==> config.mk <==
export PLATFORM = sky130hd
export DESIGN_NAME = cpld_uart_bridge
export DESIGN_NICKNAME = d
export VERILOG_FILES = /design/src/rtl/cpld_uart_bridge.sv
export SDC_FILE = /design/constraint.sdc
export NUM_CORES = 1
export LEC_CHECK = 0
export CAP_MARGIN = 20
export CORE_ASPECT_RATIO = 0.6
export CORE_UTILIZATION = 52
export DETAILED_ROUTE_END_ITERATION = 7
export PLACE_DENSITY = 0.79
export SLEW_MARGIN = 20
export SYNTH_ARGS = -nofsm -noshare
export SYNTH_HDL_FRONTEND = slang
export SYNTH_SLANG_ARGS = --single-unit
==> constraint.sdc <==
create_clock -name clk -period 2 [get_ports clk]
set_clock_uncertainty 0.1 [all_clocks]
set_input_delay 0.4 -clock clk [delete_from_list [all_inputs] [get_ports clk]]
set_output_delay 0.4 -clock clk [all_outputs]
set_load 0.02 [all_outputs]
==> src/rtl/cpld_uart_bridge.sv <==
// rdn/wrn byte-strobe UART device: THR/TSR transmit path, 16x oversampled RBR receive path, 8N1.
// Define UART_LOOPBACK_EN to feed RX from the internal TX stream and park txd high.
module cpld_uart_bridge #(
    parameter int CLK_FREQ = 50000000,
    parameter int BAUD     = 115200
) (
    input  logic       clk,
    input  logic       rst_n,
    input  logic       uart_rdn,
    input  logic       uart_wrn,
    input  logic [7:0] bus_data_in,
    output logic [7:0] bus_data_out,
    output logic       bus_data_oe,
    output logic       uart_dataready,
    output logic       uart_tbre,
    output logic       uart_tsre,
    output logic       txd,
    input  logic       rxd
);

    localparam int BIT_DIV  = CLK_FREQ / BAUD;
    localparam int TICK_RAW = CLK_FREQ / (16 * BAUD);
    localparam int TICK_DIV = (TICK_RAW < 1) ? 1 : TICK_RAW;
    localparam int BIT_W    = $clog2(BIT_DIV);
    localparam int TICK_W   = (TICK_DIV > 1) ? $clog2(TICK_DIV) : 1;
    localparam logic [BIT_W-1:0]  BIT_LAST  = BIT_W'(BIT_DIV - 1);
    localparam logic [TICK_W-1:0] TICK_LAST = TICK_W'(TICK_DIV - 1);

    typedef enum logic [1:0] {TX_IDLE, TX_START, TX_DATA, TX_STOP} tx_state_t;
    typedef enum logic [1:0] {RX_IDLE, RX_START, RX_DATA, RX_STOP} rx_state_t;

    logic [1:0] rdn_sync, wrn_sync, rx_sync;
    logic       rdn_prev, wrn_prev, rx_prev;
    logic       rdn_rise, wrn_rise, rx_fall, rx_src, rx_bit;
    logic [7:0] hold, thr, tsr, rbr, rx_shift;
    logic       tx_line;

    tx_state_t        tx_state, tx_state_nxt;
    logic [BIT_W-1:0] tx_cnt;
    logic [2:0]       tx_idx;
    logic             tx_bit_end, tx_load, tx_done;

    rx_state_t         rx_state, rx_state_nxt;
    logic [TICK_W-1:0] tick_cnt;
    logic [3:0]        rx_cnt;
    logic [2:0]        rx_idx;
    logic              rx_tick, rx_sample, rx_commit;

`ifdef UART_LOOPBACK_EN
    assign rx_src = tx_line;
    assign txd    = 1'b1;
`else
    assign rx_src = rxd;
    assign txd    = tx_line;
`endif

    assign bus_data_oe  = ~uart_rdn & rst_n;
    assign bus_data_out = rbr;
    assign rdn_rise     = rdn_sync[1] & ~rdn_prev;
    assign wrn_rise     = wrn_sync[1] & ~wrn_prev;
    assign rx_fall      = ~rx_sync[1] & rx_prev;
    assign rx_bit       = rx_sync[1];

    always_ff @(posedge clk or negedge rst_n) begin
        if (!rst_n) begin
            rdn_sync <= '1;
            wrn_sync <= '1;
            rx_sync  <= '1;
            rdn_prev <= 1'b1;
            wrn_prev <= 1'b1;
            rx_prev  <= 1'b1;
            hold     <= '0;
        end else begin
            rdn_sync <= {rdn_sync[0], uart_rdn};
            wrn_sync <= {wrn_sync[0], uart_wrn};
            rx_sync  <= {rx_sync[0], rx_src};
            rdn_prev <= rdn_sync[1];
            wrn_prev <= wrn_sync[1];
            rx_prev  <= rx_sync[1];
            if (!uart_wrn) hold <= bus_data_in;
        end
    end

    assign tx_bit_end = (tx_cnt == BIT_LAST);

    always_comb begin
        tx_state_nxt = tx_state;
        tx_load      = 1'b0;
        tx_done      = 1'b0;
        case (tx_state)
            TX_IDLE: begin
                if (!uart_tbre) begin
                    tx_load      = 1'b1;
                    tx_state_nxt = TX_START;
                end
            end
            TX_START: if (tx_bit_end) tx_state_nxt = TX_DATA;
            TX_DATA:  if (tx_bit_end && tx_idx == 3'd7) tx_state_nxt = TX_STOP;
            TX_STOP: begin
                // A pending THR byte restarts straight into START: no idle bit between frames.
                if (tx_bit_end) begin
                    if (!uart_tbre) begin
                        tx_load      = 1'b1;
                        tx_state_nxt = TX_START;
                    end else begin
                        tx_done      = 1'b1;
                        tx_state_nxt = TX_IDLE;
                    end
                end
            end
            default: tx_state_nxt = TX_IDLE;
        endcase
    end

    always_comb begin
        case (tx_state)
            TX_START: tx_line = 1'b0;
            TX_DATA:  tx_line = tsr[0];
            default:  tx_line = 1'b1;
        endcase
    end

    always_ff @(posedge clk or negedge rst_n) begin
        if (!rst_n) begin
            tx_state  <= TX_IDLE;
            tx_cnt    <= '0;
            tx_idx    <= '0;
            tsr       <= '0;
            thr       <= '0;
            uart_tbre <= 1'b1;
            uart_tsre <= 1'b1;
        end else begin
            tx_state <= tx_state_nxt;
            if (tx_state == TX_IDLE || tx_bit_end) tx_cnt <= '0;
            else                                   tx_cnt <= tx_cnt + 1'b1;
            if (tx_state != TX_DATA) tx_idx <= '0;
            else if (tx_bit_end)     tx_idx <= tx_idx + 1'b1;
            if (tx_load)                                tsr <= thr;
            else if (tx_state == TX_DATA && tx_bit_end) tsr <= {1'b0, tsr[7:1]};
            if (tx_load) begin
                uart_tbre <= 1'b1;
            end else if (wrn_rise && uart_tbre) begin
                thr       <= hold;
                uart_tbre <= 1'b0;
            end
            if (tx_load)      uart_tsre <= 1'b0;
            else if (tx_done) uart_tsre <= 1'b1;
        end
    end

    assign rx_tick = (tick_cnt == TICK_LAST);

    always_comb begin
        rx_state_nxt = rx_state;
        rx_commit    = 1'b0;
        rx_sample    = rx_tick && ((rx_state == RX_START) ? (rx_cnt == 4'd7) : (rx_cnt == 4'd15));
        case (rx_state)
            RX_IDLE:  if (rx_fall) rx_state_nxt = RX_START;
            RX_START: if (rx_sample) rx_state_nxt = rx_bit ? RX_IDLE : RX_DATA;
            RX_DATA:  if (rx_sample && rx_idx == 3'd7) rx_state_nxt = RX_STOP;
            RX_STOP: begin
                if (rx_sample) begin
                    rx_commit    = rx_bit;
                    rx_state_nxt = RX_IDLE;
                end
            end
            default: rx_state_nxt = RX_IDLE;
        endcase
    end

    always_ff @(posedge clk or negedge rst_n) begin
        if (!rst_n) begin
            rx_state       <= RX_IDLE;
            tick_cnt       <= '0;
            rx_cnt         <= '0;
            rx_idx         <= '0;
            rx_shift       <= '0;
            rbr            <= '0;
            uart_dataready <= 1'b0;
        end else begin
            rx_state <= rx_state_nxt;
            if (rx_state == RX_IDLE || rx_tick) tick_cnt <= '0;
            else                                tick_cnt <= tick_cnt + 1'b1;
            if (rx_state == RX_IDLE || rx_state_nxt != rx_state) rx_cnt <= '0;
            else if (rx_tick)                                    rx_cnt <= rx_cnt + 1'b1;
            if (rx_state != RX_DATA) rx_idx <= '0;
            else if (rx_sample)      rx_idx <= rx_idx + 1'b1;
            if (rx_state == RX_DATA && rx_sample) rx_shift <= {rx_bit, rx_shift[7:1]};
            // A byte landing on the same cycle as the read-clear keeps dataready set.
            if (rx_commit) begin
                rbr            <= rx_shift;
                uart_dataready <= 1'b1;
            end else if (rdn_rise) begin
                uart_dataready <= 1'b0;
            end
        end
    end

endmodule

==> run_results.csv, run 1 <==
group,metric,value,unit
detailed_routing,wl_per_cell,15.8,µm
floorplanning,core_area,6330,µm²
setup_path,critPathKind,"reg -> out",
yosys,synth_area,3550,µm²
setup_path,rr_worst_depth,6,
yosys,async_flop_share,100,%
clock_network,clk_pin_slew_worst_paths,0.06,ns
yosys,synth_top_family_by_area,"multiplexers",
setup_path,cp.depth,1,
power,power_frac_comb,7.8,%
detailed_routing,routed_via_density,5.33,
final_layout,multi_input_area,1450,µm²
placed_design,dpl-instance-area,3910,µm²
timing,setup_viol_count_final,0,
power,p_int,2860,µW
power,switching_share,23.1,%
final_layout,layout-drive-gt1-share,31.2,%
clock_network,cts_tree,"done",
yosys,synth_cell_type_count,42,
yosys,ys_ff_latch,80,
detailed_routing,drtAntennaViolNets,0,
yosys,synthAdderAreaFrac,4.94,%
timing,relSlewSlack,35.3,%
timing,setup_ws,0.0370,ns
yosys,synth_compound_area_share,4.02,%
placed_design,dp_hpwl,3.93,mm
clock_network,cts_sinks,80,
power,p_total,3720,µW
setup_path,crit_fanout,2,
timing,grt_setup_unrepaired,"false",
floorplanning,row_count,22,
power,powerDensity,879,nW/µm²
clock_network,clock_path_buffers,2,
detailed_routing,num_vias,2091,
setup_path,end_kind,"output port",
power,p_leak,0.00201,µW
placed_design,place_ws,-0.100,ns
placed_design,gp_congestion,0.778,
global_route,gr-total-overflow,0,
outcome,status,"complete, no violations",
floorplanning,initial_core_util,56.0,%
yosys,post_synth_inst_count,266,
yosys,synth_xor_area_share,3.95,%
clock_network,htreeDepth,3,
detailed_routing,first_pass_iters,4,
setup_path,required,1.50,ns
timing,period_share,98.2,%
clock_network,cts_root_buf,"clkbuf_16",
detailed_routing,wl,6.18,mm
run,drv_cap,0,
worst_hold_path,min_path_type,"in -> async",
final_layout,seq_area,2020,µm²
floorplanning,die_x,109,µm
global_route,antenna_found_initial,0,
setup_path,cpLargestDelayFamily,"buffers and inverters",
timing,period_needed,1.96,ns
final_layout,nets,330,
global_route,grt_max_degree,81,
yosys,ys_warn_count,0,
global_route,grt_pass1_wl,10.6,mm
timing,tightest_slew,0.970,ns
final_layout,stdcell_area,4230,µm²
timing,max_freq,0.509,GHz
yosys,synth_edf_count,0,
final_layout,fillers,471,
final_layout,post-route-util,66.8,%
timing,hold_violations,0,
clock_network,numCtsBuffers,9,
detailed_routing,drtIter0Drc,61,
clock_network,holdBufCountCts,0,
yosys,synthFlopType,"dfrtp_1",
setup_path,critPathMaxStageDelay,0.60,ns
floorplanning,ios,26,
timing,tns,0,ns
floorplanning,die_y,66.0,µm
floorplanning,die_area,7160,µm²
power,seqPwrFrac,49.6,%
yosys,avgSynthCellArea,13.3,µm²
final_layout,n_antenna_cell,0,
detailed_routing,drc,0,
timing,maxSlewViolCount,0,
power,ir_drop,0.452,mV
placed_design,port_buffers,25,
global_route,first_global_vias,2105,
yosys,synthMuxAreaShare,17.2,%
setup_path,path_cells,"clkdlybuf4s50_1",
power,clockPowerShare,42.5,%
final_layout,synthToLayoutAreaGrowth,19.2,%
global_route,grt_usage,19.9,%
yosys,synth_simple_gate_area_share,10.2,%
setup_path,path_buf_inv,1,
setup_path,cp-start-kind,"flop",
setup_path,crit_arrival,1.46,ns
setup_path,critPathSlowestCell,"clkdlybuf4s50_1",
yosys,syn_nets,293,
power,p_sw,859,µW
yosys,synth-seq-area-share,56.8,%
clock_network,clock_latency,0.33,ns
stage by stage:
stage,instances,hold slack (ns)
floorplan,266,0.00441
global placement,373,0.246
detailed placement,373,0.249
CTS,389,0.258
global route,392,0.265
finish,392,0.219
final cells by class:
cell class / instances / share of cell area [%]
clock buffer: 10 / 5.42
tap: 84 / 2.49
timing repair buffer: 36 / 7.93
clock inverter: 6 / 1.42
multi-input combinational: 167 / 34.3
sequential: 80 / 47.7
inverter: 9 / 0.799
cells by family (layout without fill, tap and decap cells):
family / count (synthesis) / after routing
compound gates: 22 / 22
xor+xnor: 16 / 16
fa+ha+maj: 14 / 14
buf+inv: 20 / 61
flops: 80 / 80
mux: 52 / 52
simple gates: 62 / 63
sequential cells by signal, indices dropped and copies added, names as in the netlist, 2 cells and up:
signal        cells
rx_cnt            4
bus_data_out      8
wrn_sync          2
tick_cnt          5
hold              8
rx_state          2
rx_idx            3
tx_idx            3
thr               8
tx_state          2
rdn_sync          2
rx_shift          8
tx_cnt            9
rx_sync           2
tsr               8
timing repair:
action,4_1_cts,5_1_grt
cloned,0,1
setup endpoints to repair,3,17
pin swaps,0,2
buffers inserted,0,2
gates resized for setup,6,2
cells in the final DEF (no fill, tap or decap), types with 3 or more instances in the layout:
master,count
dfrtp_1,69
xor2_1,7
o21ai_0,6
nor2b_1,3
mux2_4,8
mux2_2,40
clkdlybuf4s50_1,21
a21oi_1,4
xnor2_1,9
ha_1,14
buf_4,11
mux2i_1,4
nand3_1,9
nand2_1,4
nand2b_1,4
nor2_1,23
clkbuf_16,9
inv_1,9
dfstp_2,11
nand4_1,3
clkinv_2,3
power groups by stage:
stage | sequential (µW) | clock [µW] | combinational [µW]
after floorplan | 1840 | 0 | 192
after global placement | 1860 | 0 | 267
after detailed placement | 1860 | 0 | 288
after CTS | 1840 | 1600 | 302
after global routing | 1860 | 1690 | 333
final | 1840 | 1580 | 292
metal layers:
layer  vias up  GRT usage, %  share of wire, %
met5         -             0                 0
met1      1049          27.9                49
li1        996             -                 -
met4         0          5.07              0.86
met2        39          29.9                45
met3         7          6.60               4.8
synthesized netlist by cell type (all sizes together) (6+ instances only):
library cell,n,area (µm²)
nand3,10,55.1
nor2,23,86.3
dfstp,11,289
xor2,7,61.3
o21ai,6,30.0
inv,9,33.8
clkbuf,7,26.3
mux2,48,571
ha,14,175
dfrtp,69,1730
xnor2,9,78.8
worst paths after layout:
path / startpoint / to / slack, ns
max reg2reg: tick_cnt[0] / bus_data_out[5] / 0.09
max: uart_tsre / uart_tsre / 0.04
max in group asynchronous: rst_n / tsr[1] / 0.95
min reg2reg: rx_sync[0] / rx_sync[1] / 0.26
min: rst_n / bus_data_out[1] / 0.22
min in group clk: rx_sync[0] / rx_sync[1] / 0.26
(Power assumes the default switching activity.)
==> inputs of run 2 (changes only) <==
--- a/config.mk
+++ b/config.mk
@@ -7,6 +7,7 @@
 export LEC_CHECK = 0
 export CAP_MARGIN = 20
 export CORE_ASPECT_RATIO = 0.6
+export CORE_MARGIN = 5
 export CORE_UTILIZATION = 52
 export DETAILED_ROUTE_END_ITERATION = 7
 export PLACE_DENSITY = 0.79
==> run_results.csv, run 2 (same netlist as run 1, synthesis figures left out) <==
group,metric,value,unit
final_layout,n_antenna_cell,0,
timing,grt_setup_unrepaired,"true",
outcome,status,"complete, no violations",
clock_network,cts_sinks,80,
final_layout,layout-drive-gt1-share,29.5,%
setup_path,crit_arrival,2.05,ns
clock_network,holdBufCountCts,0,
timing,relSlewSlack,35.7,%
clock_network,numCtsBuffers,9,
clock_network,cts_tree,"done",
global_route,grt_pass1_wl,9.88,mm
timing,period_needed,1.93,ns
power,p_leak,0.00200,µW
setup_path,cp-start-kind,"flop",
worst_hold_path,min_path_type,"in -> async",
global_route,gr-total-overflow,0,
clock_network,htreeDepth,3,
clock_network,clock_latency,0.33,ns
clock_network,cts_root_buf,"clkbuf_16",
setup_path,required,2.12,ns
final_layout,largest_reg_flops,9,
timing,setup_ws,0.0680,ns
setup_path,crit_fanout,9,
timing,timing.hold.ws,0.208,ns
global_route,first_global_vias,2059,
power,ir_drop,0.822,mV
timing,hold_violations,0,
timing,setup_viol_count_final,0,
floorplanning,initial_core_util,53.3,%
final_layout,layout_common_cells,"69 x dfrtp_1, 40 x mux2_2, 23 x nor2_1",
detailed_routing,first_pass_iters,4,
global_route,antenna_found_initial,0,
floorplanning,core_area,6650,µm²
timing,max_freq,0.518,GHz
global_route,grt_max_degree,81,
placed_design,dpl-instance-area,3890,µm²
setup_path,critPathKind,"reg -> reg",
run,drv_cap,0,
final_layout,final_common_cell,"dfrtp_1",
floorplanning,ios,26,
placed_design,port_buffers,25,
final_layout,synthToLayoutAreaGrowth,18.2,%
detailed_routing,drtIter0Drc,119,
floorplanning,row_count,23,
placed_design,gp_congestion,0.777,
clock_network,clock_path_buffers,2,
clock_network,post_cts_resized,7,
final_layout,regMostFlops,"tx_cnt",
timing,tightest_slew,0.965,ns
final_layout,nets,324,
floorplanning,die_y,74.0,µm
timing,period_share,96.6,%
detailed_routing,drc,0,
final_layout,stdcell_area,4190,µm²
global_route,grt_usage,15.0,%
power,powerDensity,892,nW/µm²
clock_network,clk_pin_slew_worst_paths,0.06,ns
detailed_routing,wl,5.77,mm
setup_path,end_kind,"flop",
timing,tns,0,ns
floorplanning,die_area,8620,µm²
floorplanning,die_x,117,µm
detailed_routing,routed_via_density,5.16,
detailed_routing,wl_per_cell,14.8,µm
clock_network,post_cts_buffers,0,
placed_design,dp_hpwl,3.94,mm
timing,maxSlewViolCount,0,
detailed_routing,drtAntennaViolNets,0,
placed_design,place_ws,-0.0517,ns
detailed_routing,num_vias,2009,
[run 2: cell count changes in the layout (fill, tap and decap cells not counted)]
cell             previous run  this run
and3_2                      1         0
dlymetal6s2s_1              0         1
clkdlybuf4s50_1            21        20
clkbuf_1                    1         2
buf_4                      11         6
nand4b_2                    0         1
clkinv_2                    3         2
clkinvlp_4                  2         0
nand4b_4                    1         0
clkbuf_8                    0         2
[run 2: power by group]
part	switching [µW]	internal, µW
registers	91.0	1750
logic	128	144
clock network	593	1030
[run 2: layer usage]
metal | global-route usage [%] | up-vias | part of all wire, %
li1 | - | 980 | -
met1 | 20.4 | 995 | 49
met2 | 21.9 | 32 | 46
met3 | 7.64 | 2 | 4.8
met4 | 3.44 | 0 | 0.21
met5 | 0 | - | 0
[run 2: layout make-up]
| class | instances | area, µm² |
|---|---|---|
| Clock buffer | 13 | 260 |
| Clock inverter | 3 | 40.0 |
| Fill cell | 483 | 2460 |
| Inverter | 9 | 33.8 |
| Multi-Input combinational cell | 166 | 1430 |
| Sequential cell | 80 | 2020 |
| Tap cell | 87 | 109 |
| Timing Repair Buffer | 31 | 300 |
[run 2: final timing paths]
check                            start              end  slack [ns]  cells after the start
max                        tick_cnt[0]  bus_data_out[3]        0.07                      6
max reg2reg                tick_cnt[0]  bus_data_out[3]        0.07                      6
min in group clk            rx_sync[0]       rx_sync[1]        0.25                      0
max in group asynchronous        rst_n        tx_cnt[7]        0.96                      2
min reg2reg                 rx_sync[0]       rx_sync[1]        0.25                      0
min                              rst_n  bus_data_out[5]        0.21                      2
[run 2: critical path: stages, from the launching register on]
cell     delay [ns]
dfrtp_1        0.40
inv_1          0.07
ha_1           0.14
and4b_1        0.23
and3_4         0.24
and3_4         0.31
mux2_4         0.32
[run 2: through the flow]
| step | power (µW) | util, % | std cells |
|---|---|---|---|
| 4_1_cts | 3790 | 63.0 | 389 |
| 3_5_place_dp | 2150 | 58.6 | 373 |
| 6_report | 3740 | 63.0 | 389 |
| 2_1_floorplan | 2030 | - | 266 |
| 5_1_grt | 3920 | 63.0 | 389 |
| 3_3_place_gp | 2130 | 58.6 | 373 |
==> inputs of run 3 (changes only) <==
==> constraint.sdc (replaced) <==
create_clock -name clk -period 2 [get_ports clk]
set_clock_uncertainty 0.1 [all_clocks]
set_input_delay 0.3 -clock clk [delete_from_list [all_inputs] [get_ports clk]]
set_output_delay 0.3 -clock clk [all_outputs]
set_load 0.02 [all_outputs]
==> run_results.csv, run 3 (same netlist as run 1, synthesis figures left out) <==
group,metric,value,unit
final_layout,layout-drive-gt1-share,29.9,%
worst_hold_path,min_path_type,"in -> async",
global_route,grt_usage,15.0,%
timing,maxSlewViolCount,0,
setup_path,crit_fanout,9,
clock_network,post_cts_buffers,0,
timing,relSlewSlack,36.4,%
setup_path,critPathMaxStageDelay,0.40,ns
placed_design,dp_hpwl,3.95,mm
clock_network,cts_root_buf,"clkbuf_16",
clock_network,holdBufCountCts,0,
power,p_sw,831,µW
detailed_routing,drc,0,
global_route,first_global_vias,2062,
global_route,grt_max_degree,81,
floorplanning,die_y,74.0,µm
floorplanning,die_x,117,µm
final_layout,n_antenna_cell,0,
timing,timing.hold.ws,0.113,ns
setup_path,rrSetupSlack,0.06,ns
placed_design,port_buffers,25,
detailed_routing,drtIter0Drc,86,
power,ir_drop,0.601,mV
clock_network,numCtsBuffers,9,
final_layout,regMostFlops,"tx_cnt",
detailed_routing,first_pass_iters,4,
clock_network,clk_pin_slew_worst_paths,0.06,ns
setup_path,path_cells,"inv_1 -> ha_1 -> and4b_1 -> and3_4 -> and3_4 -> mux2_4",
global_route,gr-total-overflow,0,
final_layout,fin_cells,388,
timing,period_needed,1.94,ns
power,power_frac_comb,7.7,%
final_layout,nets,323,
placed_design,gp_congestion,0.823,
clock_network,clock_path_buffers,2,
placed_design,dp.cells,372,
clock_network,clock_latency,0.33,ns
timing,tightest_slew,0.954,ns
setup_path,cpLargestDelayFamily,"simple AND/OR/NAND/NOR gates",
timing,setup_viol_count_final,0,
final_layout,largest_reg_flops,9,
setup_path,end_kind,"flop",
power,p_leak,0.00198,µW
final_layout,fillers,495,
global_route,grt_pass1_wl,9.99,mm
setup_path,critPathSlowestCell,"dfrtp_1",
power,powerDensity,864,nW/µm²
final_layout,synthToLayoutAreaGrowth,17.5,%
setup_path,crit_arrival,2.05,ns
floorplanning,initial_core_util,53.3,%
final_layout,final_common_cell,"dfrtp_1",
power,switching_share,23.1,%
floorplanning,row_count,23,
setup_path,cp-start-kind,"flop",
detailed_routing,wl_per_cell,14.7,µm
timing,max_freq,0.516,GHz
final_layout,stdcell_area,4170,µm²
detailed_routing,drtAntennaViolNets,0,
final_layout,layout_common_cells,"69 x dfrtp_1, 40 x mux2_2, 23 x nor2_1",
power,clockPowerShare,41.2,%
timing,grt_setup_unrepaired,"true",
placed_design,dpl-instance-area,3870,µm²
global_route,antenna_found_initial,0,
detailed_routing,num_vias,2009,
timing,hold_violations,0,
floorplanning,ios,26,
final_layout,post-route-util,62.7,%
floorplanning,core_area,6650,µm²
clock_network,cts_tree,"done",
detailed_routing,routed_via_density,5.18,
power,p_int,2770,µW
setup_path,path_common_cell,"and3_4",
clock_network,htreeDepth,3,
power,seqPwrFrac,51.1,%
detailed_routing,wl,5.71,mm
timing,period_share,96.9,%
outcome,status,"complete, no violations",
run,drv_cap,0,
setup_path,critPathKind,"reg -> reg",
setup_path,required,2.11,ns
setup_path,path_buf_inv,1,
floorplanning,die_area,8620,µm²
clock_network,cts_sinks,80,
[run 3: repair_timing]
| item | 4_1_cts | 5_1_grt |
|---|---|---|
| gates resized for setup | 1 | 8 |
| endpoints found under the setup margin | 1 | 13 |
| endpoints found under the hold margin | 0 | 0 |
[run 3: worst register-to-register path: cells and delay by family (launching register included)]
family                   cells  cell delay, ns
adder cells (fa/ha/maj)      1            0.14
buffers and inverters        1            0.07
flip-flops                   1            0.40
multiplexers                 1            0.32
AND/OR/NAND/NOR              3            0.78
[run 3: layout make-up]
class	instances	area (µm²)	area share (%)
tap	87	109	2.61
multi-input combinational	166	1450	34.8
clock inverter	5	31.3	0.751
clock buffer	11	243	5.82
sequential	80	2020	48.4
timing repair buffer	30	287	6.87
inverter	9	33.8	0.811
[run 3: path summary, 6_finish.rpt]
| check | cells past startpoint | from | endpoint |
|---|---|---|---|
| min reg2reg | 0 | rdn_sync[0] | rdn_sync[1] |
| max in group asynchronous | 2 | rst_n | rx_idx[1] |
| max reg2reg | 6 | tick_cnt[0] | bus_data_out[3] |
| min in group clk | 0 | rdn_sync[0] | rdn_sync[1] |
| max | 6 | tick_cnt[0] | bus_data_out[3] |
| min | 2 | rst_n | rx_shift[6] |
[run 3: per-layer routing]
layer	vias up	part of all wire, %	GRT usage (%)
met5	-	0	0
met4	0	1.1	4.58
met3	8	3.6	4.72
met2	26	44	22.2
met1	998	51	21.5
li1	977	-	-
[run 3: per-stage QoR]
| step | setup slack (ns) | setup TNS (ns) | power (µW) |
|---|---|---|---|
| after floorplan | 0.00428 | 0 | 2030 |
| after detailed placement | 0.0827 | 0 | 2160 |
| after global routing | -0.0125 | -0.0494 | 3770 |
| final | 0.0618 | 0 | 3600 |
| after CTS | 0.0268 | 0 | 3640 |
| after global placement | 0.136 | 0 | 2130 |
[run 3: power groups by stage]
stage          Clock [µW]  Combinational [µW]  Sequential [µW]
2_1_floorplan           0                 192             1840
3_3_place_gp            0                 266             1860
3_5_place_dp            0                 287             1870
4_1_cts              1510                 286             1840
5_1_grt              1590                 323             1860
6_report             1480                 276             1840
